===== src/rtl/pointwise_input_streamer.sv =====
// pointwise_input_streamer
//   Feeds the pointwise accelerator's input stream. Host pixels are buffered
//   in a small show-ahead FIFO. The head word is held in a register that
//   drives the accelerator read-data port. The block primes before
//   streaming, counts one frame, pulses frame_done, and flags reads that
//   arrive with no data available.
//
// Ports
//   clk, rst_n     clock (rising edge), asynchronous active-low reset
//   flush          synchronous clear; same state as reset, wins over push/pop
//   in_valid       host word valid
//   in_data        host word
//   in_ready       streamer accepts a host word
//   hw_..._read_en pop request from the accelerator
//   hw_..._read    registered head word (show-ahead)
//   stream_ready   high exactly while streaming
//   frame_done     one-cycle pulse after the last frame word is popped
//   level          words held, head included
//   underflow      sticky: read request with nothing poppable
//
// state  | meaning
// -------+------------------------------------------------------------
// FILL   | priming; reads are refused and flagged as underflow
// STREAM | accelerator pops the head word on read_en
// DONE   | whole frame popped; input closed, reads ignored until flush
module pointwise_input_streamer #(
  parameter int WIDTH       = 16,
  parameter int DEPTH       = 8,
  parameter int PRIME       = 4,
  parameter int FRAME_WORDS = 4096
) (
  input  logic                     clk,
  input  logic                     rst_n,
  input  logic                     flush,
  input  logic                     in_valid,
  input  logic [WIDTH-1:0]         in_data,
  output logic                     in_ready,
  input  logic                     hw_input_stencil_op_hcompute_hw_input_global_wrapper_stencil_read_en,
  output logic [WIDTH-1:0]         hw_input_stencil_op_hcompute_hw_input_global_wrapper_stencil_read,
  output logic                     stream_ready,
  output logic                     frame_done,
  output logic [$clog2(DEPTH):0]   level,
  output logic                     underflow
);

  localparam int AW = $clog2(DEPTH);
  localparam int LW = AW + 1;
  localparam int CW = $clog2(FRAME_WORDS) + 1;

  localparam logic [LW-1:0] DEPTH_L = LW'(DEPTH);
  localparam logic [LW-1:0] PRIME_L = LW'(PRIME);
  localparam logic [CW-1:0] FRAME_L = CW'(FRAME_WORDS);
  localparam logic [CW-1:0] LAST_L  = CW'(FRAME_WORDS - 1);

  typedef enum logic [1:0] {
    S_FILL   = 2'd0,
    S_STREAM = 2'd1,
    S_DONE   = 2'd2
  } state_t;

  state_t           state_q, state_d;
  logic [WIDTH-1:0] mem [DEPTH];
  logic [AW-1:0]    wr_ptr_q, wr_ptr_d;
  logic [AW-1:0]    rd_ptr_q, rd_ptr_d;
  logic [AW-1:0]    rd_ptr_nxt;
  logic [LW-1:0]    level_q, level_d;
  logic [CW-1:0]    pushed_q, pushed_d;
  logic [CW-1:0]    popped_q, popped_d;
  logic [WIDTH-1:0] head_q, head_d;
  logic             in_ready_q, in_ready_d;
  logic             underflow_q, underflow_d;
  logic             frame_done_q, frame_done_d;

  logic             read_en;
  logic             push;
  logic             pop;
  logic             uf_event;

  assign read_en = hw_input_stencil_op_hcompute_hw_input_global_wrapper_stencil_read_en;

  always_comb begin
    push     = in_valid && in_ready_q;
    pop      = read_en && (state_q == S_STREAM) && (level_q != '0);
    uf_event = read_en && ((state_q == S_FILL) ||
                           ((state_q == S_STREAM) && (level_q == '0)));

    rd_ptr_nxt   = rd_ptr_q + AW'(1);
    wr_ptr_d     = push ? wr_ptr_q + AW'(1) : wr_ptr_q;
    rd_ptr_d     = pop  ? rd_ptr_nxt        : rd_ptr_q;
    state_d      = state_q;
    level_d      = level_q;
    pushed_d     = pushed_q;
    popped_d     = popped_q;
    head_d       = head_q;
    underflow_d  = underflow_q || uf_event;
    frame_done_d = 1'b0;

    case ({push, pop})
      2'b10:   level_d = level_q + LW'(1);
      2'b01:   level_d = level_q - LW'(1);
      default: level_d = level_q;
    endcase

    if (push && (pushed_q != FRAME_L)) pushed_d = pushed_q + CW'(1);
    if (pop  && (popped_q != FRAME_L)) popped_d = popped_q + CW'(1);

    // Head register tracks the word that will be at the read pointer after
    // the edge. The incoming word is taken directly when the buffer is
    // (or is about to become) empty, because its memory slot is only
    // written at this same edge.
    if (pop && (level_q > LW'(1))) begin
      head_d = mem[rd_ptr_nxt];
    end else if (push && ((level_q == '0) || (pop && (level_q == LW'(1))))) begin
      head_d = in_data;
    end

    case (state_q)
      S_FILL: begin
        if ((level_q >= PRIME_L) || (pushed_q == FRAME_L)) state_d = S_STREAM;
      end
      S_STREAM: begin
        if (pop && (popped_q == LAST_L)) begin
          state_d      = S_DONE;
          frame_done_d = 1'b1;
        end
      end
      S_DONE:  state_d = S_DONE;
      default: state_d = S_FILL;
    endcase

    // Registered ready, computed from next-cycle state; no pop-to-push
    // bypass when full.
    in_ready_d = (level_d < DEPTH_L) && (pushed_d < FRAME_L) && (state_d != S_DONE);

    if (flush) begin
      state_d      = S_FILL;
      wr_ptr_d     = '0;
      rd_ptr_d     = '0;
      level_d      = '0;
      pushed_d     = '0;
      popped_d     = '0;
      head_d       = '0;
      underflow_d  = 1'b0;
      frame_done_d = 1'b0;
      in_ready_d   = 1'b1;
    end
  end

  always_ff @(posedge clk or negedge rst_n) begin
    if (!rst_n) begin
      state_q      <= S_FILL;
      wr_ptr_q     <= '0;
      rd_ptr_q     <= '0;
      level_q      <= '0;
      pushed_q     <= '0;
      popped_q     <= '0;
      head_q       <= '0;
      in_ready_q   <= 1'b0;
      underflow_q  <= 1'b0;
      frame_done_q <= 1'b0;
    end else begin
      state_q      <= state_d;
      wr_ptr_q     <= wr_ptr_d;
      rd_ptr_q     <= rd_ptr_d;
      level_q      <= level_d;
      pushed_q     <= pushed_d;
      popped_q     <= popped_d;
      head_q       <= head_d;
      in_ready_q   <= in_ready_d;
      underflow_q  <= underflow_d;
      frame_done_q <= frame_done_d;
    end
  end

  // Storage carries no reset; contents are qualified by the pointers.
  always_ff @(posedge clk) begin
    if (push && !flush) mem[wr_ptr_q] <= in_data;
  end

  assign in_ready     = in_ready_q;
  assign stream_ready = (state_q == S_STREAM);
  assign frame_done   = frame_done_q;
  assign level        = level_q;
  assign underflow    = underflow_q;
  assign hw_input_stencil_op_hcompute_hw_input_global_wrapper_stencil_read = head_q;

endmodule


===== config.mk =====
export PLATFORM = sky130hd
export DESIGN_NAME = pointwise_input_streamer
export DESIGN_NICKNAME = d
export VERILOG_FILES = /design/src/rtl/pointwise_input_streamer.sv
export SDC_FILE = /design/constraint.sdc
export NUM_CORES = 1
export LEC_CHECK = 0
export BUFFER_PORTS_ARGS = -buffer_cell sky130_fd_sc_hd__buf_2
export CORE_MARGIN = 5
export CORE_UTILIZATION = 57
export CTS_BUF_LIST = sky130_fd_sc_hd__clkbuf_2
export DETAILED_ROUTE_END_ITERATION = 7
export PLACE_DENSITY = 0.89
export SYNTH_ARGS = -nofsm -noshare
export SYNTH_HDL_FRONTEND = slang
export SYNTH_SLANG_ARGS = --single-unit

===== constraint.sdc =====
create_clock -name clk -period 2.6 [get_ports clk]
set_input_delay 0 -clock clk [delete_from_list [all_inputs] [get_ports clk]]
set_output_delay 0 -clock clk [all_outputs]
set_load 0.05 [all_outputs]

==> results of run 1 <==
kinds of logic (layout without fill, tap and decap cells):
family | after synthesis | after routing | synth area share, %
AO/OA/AOI/OAI | 50 | 50 | 4.76
AND/OR/NAND/NOR | 148 | 148 | 10.8
flip-flops | 185 | 185 | 66.6
multiplexers | 52 | 52 | 11.9
adder cells (fa/ha/maj) | 11 | 11 | 1.74
XOR/XNOR | 19 | 19 | 2.10
other | 0 | 1 | 0
buffers and inverters | 35 | 155 | 2.07
per-layer routing:
metal	vias up	part of all wire [%]	track usage, %	routed length [um]
li1	2194	-	-	-
met1	2514	39	29.2	6830
met2	230	52	38.3	9030
met3	36	7.1	4.96	1240
met4	0	2.2	8.24	379
met5	-	0	0	0
synth_stat cells, types with 2 or more instances:
cell      count
edfxtp_1    128
dfrtp_1      57
nor2_1       36
mux4_2       32
nor4b_1      22
nand2_1      20
mux2_2       18
a221o_1      16
a21oi_1      13
nand3_1      13
xnor2_1      13
clkbuf_1     12
ha_1         11
inv_1        10
nor4_1       10
or3_1        10
o21ai_0       9
nor3_1        8
nand4_1       7
xor2_1        6
buf_1         5
nor2b_1       5
buf_4         4
nand2b_1      4
a31oi_1       3
and4_1        3
buf_2         2
buf_6         2
mux2i_1       2
nand3b_1      2
nor3_2        2
sequential cells by signal, indices dropped and copies added, names as in the netlist, named ones only:
| name | flops |
|---|---|
| frame_done | 1 |
| rd_ptr_q | 3 |
| level | 4 |
| popped_q | 13 |
| state_q | 2 |
| mem | 128 |
| in_ready | 1 |
| wr_ptr_q | 3 |
| underflow | 1 |
| pushed_q | 13 |
power by group through the flow:
stage          clock network, mW  logic [mW]  registers [mW]
6_report                    1.48       0.403            3.25
5_1_grt                     1.66       0.429            3.25
4_1_cts                     1.50       0.397            3.25
3_5_place_dp                   0       0.352            3.31
3_3_place_gp                   0       0.332            3.30
2_1_floorplan                  0       0.128            3.38
area by class of cell:
type / count / area (um^2)
Sequential cell: 185 / 5270
Fill cell: 923 / 4650
Multi-Input combinational cell: 280 / 2500
Timing Repair Buffer: 113 / 836
Tap cell: 180 / 225
Clock inverter: 15 / 163
Clock buffer: 17 / 85.1
Inverter: 10 / 37.5
Antenna cell: 1 / 2.50
worst min path at each step:
stage,depth (start not counted),from,slack (ns),end
floorplan,0,rst_n,-0.30,frame_done
global placement,1,rst_n,0.06,asynchronous set/reset pin
detailed placement,1,rst_n,0.07,asynchronous set/reset pin
global route,2,in_data[5],0.001,mem[5][5]
CTS,2,in_data[6],0.001,mem[2][6]
finish,2,in_data[5],0.05,mem[5][5]
metrics by stage:
step | setup slack, ns | util (%) | instances
after floorplan | -0.0997 | - | 500
after global placement | 0.123 | 61.7 | 733
after detailed placement | 0.0163 | 61.7 | 733
after CTS | 0.0379 | 66.1 | 799
after global routing | 0.00628 | 66.3 | 801
final | 0.0877 | 66.3 | 801
what timing repair did:
action | CTS | global route
pin swaps | 0 | 1
endpoints found under the hold margin | 236 | 8
gates resized for setup | 1 | 2
setup endpoints to repair | 1 | 2
hold buffers | 34 | 1
==> summary.md, run 1 <==
| Metric | Value |
|---|---|
| Main synth FF type | `edfxtp_1` |
| Final min period | `2.51 ns` |
| Die Y | `about 130 um` |
| Clock buffer depth | `2` |
| Post-synth EDFFs | `128` |
| Clock Power Share | `28.9%` |
| Peak supply drop | `approximately 0.44 mV` |
| Int Pwr | `approximately 3.8 mW` |
| Initial antenna violation count | `1` |
| Grt ovf | `0` |
| Syn nets | `532` |
| Worst R2R Path Depth | `8` |
| Flop pwr share | `a little over three fifths` |
| CP endpoint kind | `register` |
| Min-Delay Path Class | `primary input to register` |
| Syn_area_per_cell | `15.8 um^2` |
| Vias in the first global route | `5,139` |
| Num CTS Buffers | `17` |
| DP Wirelength | `10.8 mm` |
| Layout area overhead | `15.3%` |
| Synthesized instance count | `500` |
| Wire length per cell | `between 20 and 25 um` |
| H-tree depth | `4` |
| CP arrival | `approximately 3.2 ns` |
| Clock sinks | `185` |
| Routed wire length | `between 15 and 20 mm` |
| MaxCap Viol Count | `0` |
| Die Width | `128 um` |
| Share of layout cells above drive strength 1 | `28.1%` |
| Distinct cell type count after synthesis | `46` |
| Critical path buffers and inverters | `1` |
| Total number of vias | `slightly below 5,000` |
| Synth top area share | `48.6%` |
| CP Class | `register to register` |
| Worst r2r dst | `in_ready` |
| TritonRoute pass-1 iters | `4` |
| Commonest non-fill, non-tap cells in the layout | `edfxtp_1 (128), dfrtp_1 (54), buf_2 (44), nor2_1 (36)` |
| Max-slew headroom | `60.7%` |
| Hold slack | `0.0539 ns` |
| Clock latency on the worst-skew pair | `0.79 ns` |
| Startpoint Class | `register` |
| Worst r2r src | `level[1]` |
| Levels on crit path | `8` |
| Antenna Nets Post-Route | `0` |
| Outcome | `completed` |
| Slowest stage delay, CP | `0.67 ns` |
| Worst Path Max Fanout | `6` |
| R2R setup slack | `0.09 ns` |
| Full die area | `roughly 16,000 um^2` |
| Tightest Pin Transition | `slightly below 0.6 ns` |
| Synth area leaders | `edfxtp_1 (49%), dfrtp_1 (18%), mux4_2 (9.1%)` |
| CTS tree | `built` |
| PnR Total Power | `5.13 mW` |
| Pwr dens | `563 nW/um^2` |
| Asr flop ratio synth | `30.8%` |
| CP startpoint | `level[1]` |
| Leading area contributor after synthesis | `edfxtp_1` |
| RePlAce Congestion | `0.883` |
| Leak | `between 3 and 4 nW` |
| Unrepaired setup endpoints after global routing | `false` |
| Max Slew Vio Count | `0` |
| Buffers on Ports | `44` |
| Final hold vios | `0` |
| TNS Setup | `0 ns` |
| Synth Cell Area | `just under 8000 um^2` |
| CTS root buf | `clkbuf_2` |
| Setup Viol. Count Final | `0` |
| Placed cell area | `8500 um^2` |
| Sequential area share after synthesis | `66.6%` |
| Slowest cell on crit path | `or4b_2` |
| Via/cell ratio | `6.21` |
| Ys Warns | `0` |
| Row count | `43` |
| Io pins | `45` |
| Combinational power share | `7.8%` |
| Crit path capture | `in_ready` |
| Post-synthesis register bit count | `185` |
| Clock Pin Slew Worst Setup and Hold Paths | `0.30 ns` |
| 1st-iter DRT viols | `530` |
| Most common cell after layout, fill and taps aside | `edfxtp_1` |
| Worst path cell trace | `inv_1, ha_2, or3b_4, nand2_2, ha_1, or4b_2, a41oi_2, nor3_1` |
| Final period util | `96.6%` |
| Req. time, crit path | `3.28 ns` |
| F_max | `0.398 GHz` |
| Sw power | `approximately 1.3 mW` |
| Initial Utilization | `57.4%` |
| First-pass GRT wire length | `~28 mm` |
| Switching Fraction | `25.5%` |
| # nets final | `~640` |
| Cell area after layout | `9130 um^2` |
| Clk_skew | `0.0507 ns` |
| Largest net degree at the start of global routing | `37` |
| Setup bufs post-CTS | `0` |
| All-Layer GR Usage | `22.7%` |
| Drt drc | `0` |
| Core area | `13,800 um^2` |
| Top delay family on crit path | `simple AND/OR/NAND/NOR gates` |
No activity file was read; power rests on OpenSTA's default activity.
==> run 2, diff against run 1 <==
- ABC_AREA: default -> 1
==> run 2 against run 1 <==
Net effect:
- first-iteration DRC count up 31%
- wire length increased by 12%
- worst setup slack improved by 0.27 ns
- worst hold slack lost 0.017 ns
- largest cell class unchanged
- critical path type unchanged
- combinational power increased to 3.5 times the previous value
- maximum frequency is 12% higher
- clock-buffer cell count is 1 higher
- utilization is 1.4 points lower
- global-route usage increased by 0.32 points
- largest power group unchanged
==> summary.md, run 2 <==
| Metric | Value |
|---|---|
| Unrepaired setup endpoints after global routing | `false` |
| Total number of vias | `6,581` |
| Final min period | `between 2 and 2.5 ns` |
| Setup bufs post-CTS | `0` |
| 1st-iter DRT viols | `approximately 700` |
| TritonRoute pass-1 iters | `6` |
| Clock Power Share | `22.7%` |
| Leading area contributor after synthesis | `edfxtp_1` |
| Final hold vios | `0` |
| Share of layout cells above drive strength 1 | `12.0%` |
| Max-slew headroom | `44.2%` |
| Tightest Pin Transition | `0.838 ns` |
| Clock sinks | `185` |
| Pwr dens | `649 nW/um^2` |
| Die Width | `132 um` |
| Commonest non-fill, non-tap cells in the layout | `nand2_1 (254), nand3_1 (164), edfxtp_1 (128), nor2_1 (60), dfrtp_1 (56)` |
| TNS Setup | `0 ns` |
| Worst Hold Path Cells | `2` |
| Synthesized instance count | `864` |
| Max Slew Vio Count | `0` |
| Worst R2R Path Depth | `10` |
| Final period util | `86.2%` |
| Main synth FF type | `edfxtp_1` |
| Setup Viol. Count Final | `0` |
| # nets final | `~1,000` |
| Startpoint Class | `register` |
| Cts repair resizes | `0` |
| Io pins | `45` |
| Util after Layout | `64.8%` |
| Placed cell area | `8900 um^2` |
| CTS root buf | `clkbuf_2` |
| Via/cell ratio | `5.77` |
| Worst hold path endpoint | `mem[7][5]` |
| CP Class | `register to register` |
| Core area | `14,500 um^2` |
| F_max | `~0.45 GHz` |
| Asr flop ratio synth | `a little under a third` |
| Largest net degree at the start of global routing | `between 60 and 70` |
| Min-delay src | `in_data[5]` |
| R2R setup slack | `about 0.36 ns` |
| Routed wire length | `19.6 mm` |
| Top post-synthesis cells by count | `nand2_1 (254), nand3_1 (164), edfxtp_1 (128), nor2_1 (60), dfrtp_1 (57)` |
| Fillers | `1,071` |
| Synth top area share | `45.7%` |
| Largest Register | `mem` |
| Distinct cell type count after synthesis | `35` |
| Final setup margin | `between 0.3 and 0.4 ns` |
| Combinational power share | `23.3%` |
| Count leader, synth | `nand2_1` |
| Layout area overhead | `12.0%` |
| Leak | `just under 4 nW` |
| RePlAce Congestion | `0.860` |
| Vias in the first global route | `approximately 6,200` |
| CTS tree | `built` |
| Initial antenna violation count | `1` |
| Cell area after layout | `9420 um^2` |
| Int Pwr | `between 4 and 5 mW` |
| Flop pwr share | `a little over half` |
| Synth area leaders | `edfxtp_1 (46%), dfrtp_1 (17%), nand2_1 (11%)` |
| Post-CTS Hold Buffers | `28` |
| Post-synthesis register bit count | `185` |
| Worst Path Max Fanout | `18` |
| MaxCap Viol Count | `0` |
| Min-Delay Path Class | `primary input to register` |
| Switching Fraction | `34.2%` |
| Ys Warns | `0` |
| Worst r2r src | `level[0]` |
| Post-synth EDFFs | `128` |
| Drt drc | `0` |
| Max reg flops | `roughly 130` |
| Synth Cell Area | `roughly 8400 um^2` |
| DP Wirelength | `around 12 mm` |
| All-Layer GR Usage | `23.0%` |
| First-pass GRT wire length | `31.8 mm` |
| Outcome | `completed` |
| CP endpoint kind | `register` |
| Initial Utilization | `57.9%` |
| Sequential area share after synthesis | `62.6%` |
| Syn nets | `around 900` |
| Full die area | `17,300 um^2` |
| CP arrival | `2.93 ns` |
| Clk_skew | `0.0278 ns` |
| Sw power | `2.09 mW` |
| Req. time, crit path | `around 3.3 ns` |
| Antenna Nets Post-Route | `0` |
| Num CTS Buffers | `17` |
| Grt ovf | `0` |
| Top Registers | `mem x128, popped_q x13, pushed_q x13` |
| Peak supply drop | `0.464 mV` |
| Wire length per cell | `around 17 um` |
| Syn_area_per_cell | `9.74 um^2` |
| Clock latency on the worst-skew pair | `0.78 ns` |
| Die Y | `132 um` |
| CP startpoint | `level[0]` |
| H-tree depth | `4` |
| Clock buffer depth | `2` |
| Most common cell after layout, fill and taps aside | `nand2_1` |
| Buffers on Ports | `between 40 and 50` |
| Row count | `44` |
| Place WS | `0.405 ns` |
| Clock Pin Slew Worst Setup and Hold Paths | `0.27 ns` |
run 2: cell types whose count changed in the layout (fill, tap and decap cells not counted), moves of 18 or more:
| cell | change |
|---|---|
| nor4b_1 | -22 |
| nand3_1 | +151 |
| inv_1 | +45 |
| mux4_2 | -32 |
| nand2_1 | +235 |
| nor2_1 | +24 |
| mux2_2 | -18 |
run 2: layout make-up:
class | instances | area, um^2 | area share, %
inverters | 59 | 224 | 2.38
clock buffers | 18 | 90.1 | 0.956
repair buffers | 96 | 703 | 7.46
clock inverters | 14 | 139 | 1.47
multi-input cells | 584 | 2760 | 29.3
well taps | 184 | 230 | 2.44
flip-flops and latches | 185 | 5270 | 55.9
diodes | 1 | 2.50 | 0.0266
run 2: kinds of logic after synthesis:
| kind of cell | count (synthesis) | share of synthesized area [%] |
|---|---|---|
| simple gates | 505 | 26.0 |
| flops | 185 | 62.6 |
| buf+inv | 95 | 4.55 |
| compound gates | 54 | 3.60 |
| xor+xnor | 13 | 1.44 |
| fa+ha+maj | 11 | 1.64 |
| mux | 1 | 0.119 |
run 2: critical path: stages (launching register included):
cell     delay [ns]
dfrtp_1        0.50
inv_1          0.13
ha_1           0.25
nand2_2        0.11
inv_2          0.07
nor2_8         0.12
nand2_4        0.17
inv_1          0.47
nand3_1        0.14
nand3_1        0.12
nand2_1        0.07
run 2: how the worst max path moves through the flow:
stage,to,slack [ns]
6_report,register,0.36
5_1_grt,register,0.16
4_1_cts,register,0.34
3_5_place_dp,register,0.40
3_3_place_gp,register,0.54
2_1_floorplan,level[2],0.39
run 2: per-stage QoR:
step / total power, mW / hold WS, ns / cells
after detailed placement: 4.74 / 0.194 / 1080
after CTS: 6.13 / 0.000753 / 1140
after floorplan: 4.32 / -0.296 / 864
final: 6.12 / 0.0373 / 1141
after global placement: 4.69 / 0.176 / 1080
after global routing: 6.44 / 0.000396 / 1141
run 2: metal layers:
layer | global-route usage (%) | wire length [um]
met1 | 31.0 | 7930
met2 | 38.1 | 9740
met3 | 4.05 | 1490
met4 | 8.00 | 412
met5 | 0 | 0
run 2: power by group through the flow:
stage / registers, mW / logic (mW) / clock network (mW)
global placement: 3.36 / 1.33 / 0
finish: 3.30 / 1.42 / 1.39
floorplan: 3.50 / 0.819 / 0
detailed placement: 3.36 / 1.38 / 0
CTS: 3.30 / 1.42 / 1.41
global route: 3.31 / 1.58 / 1.55
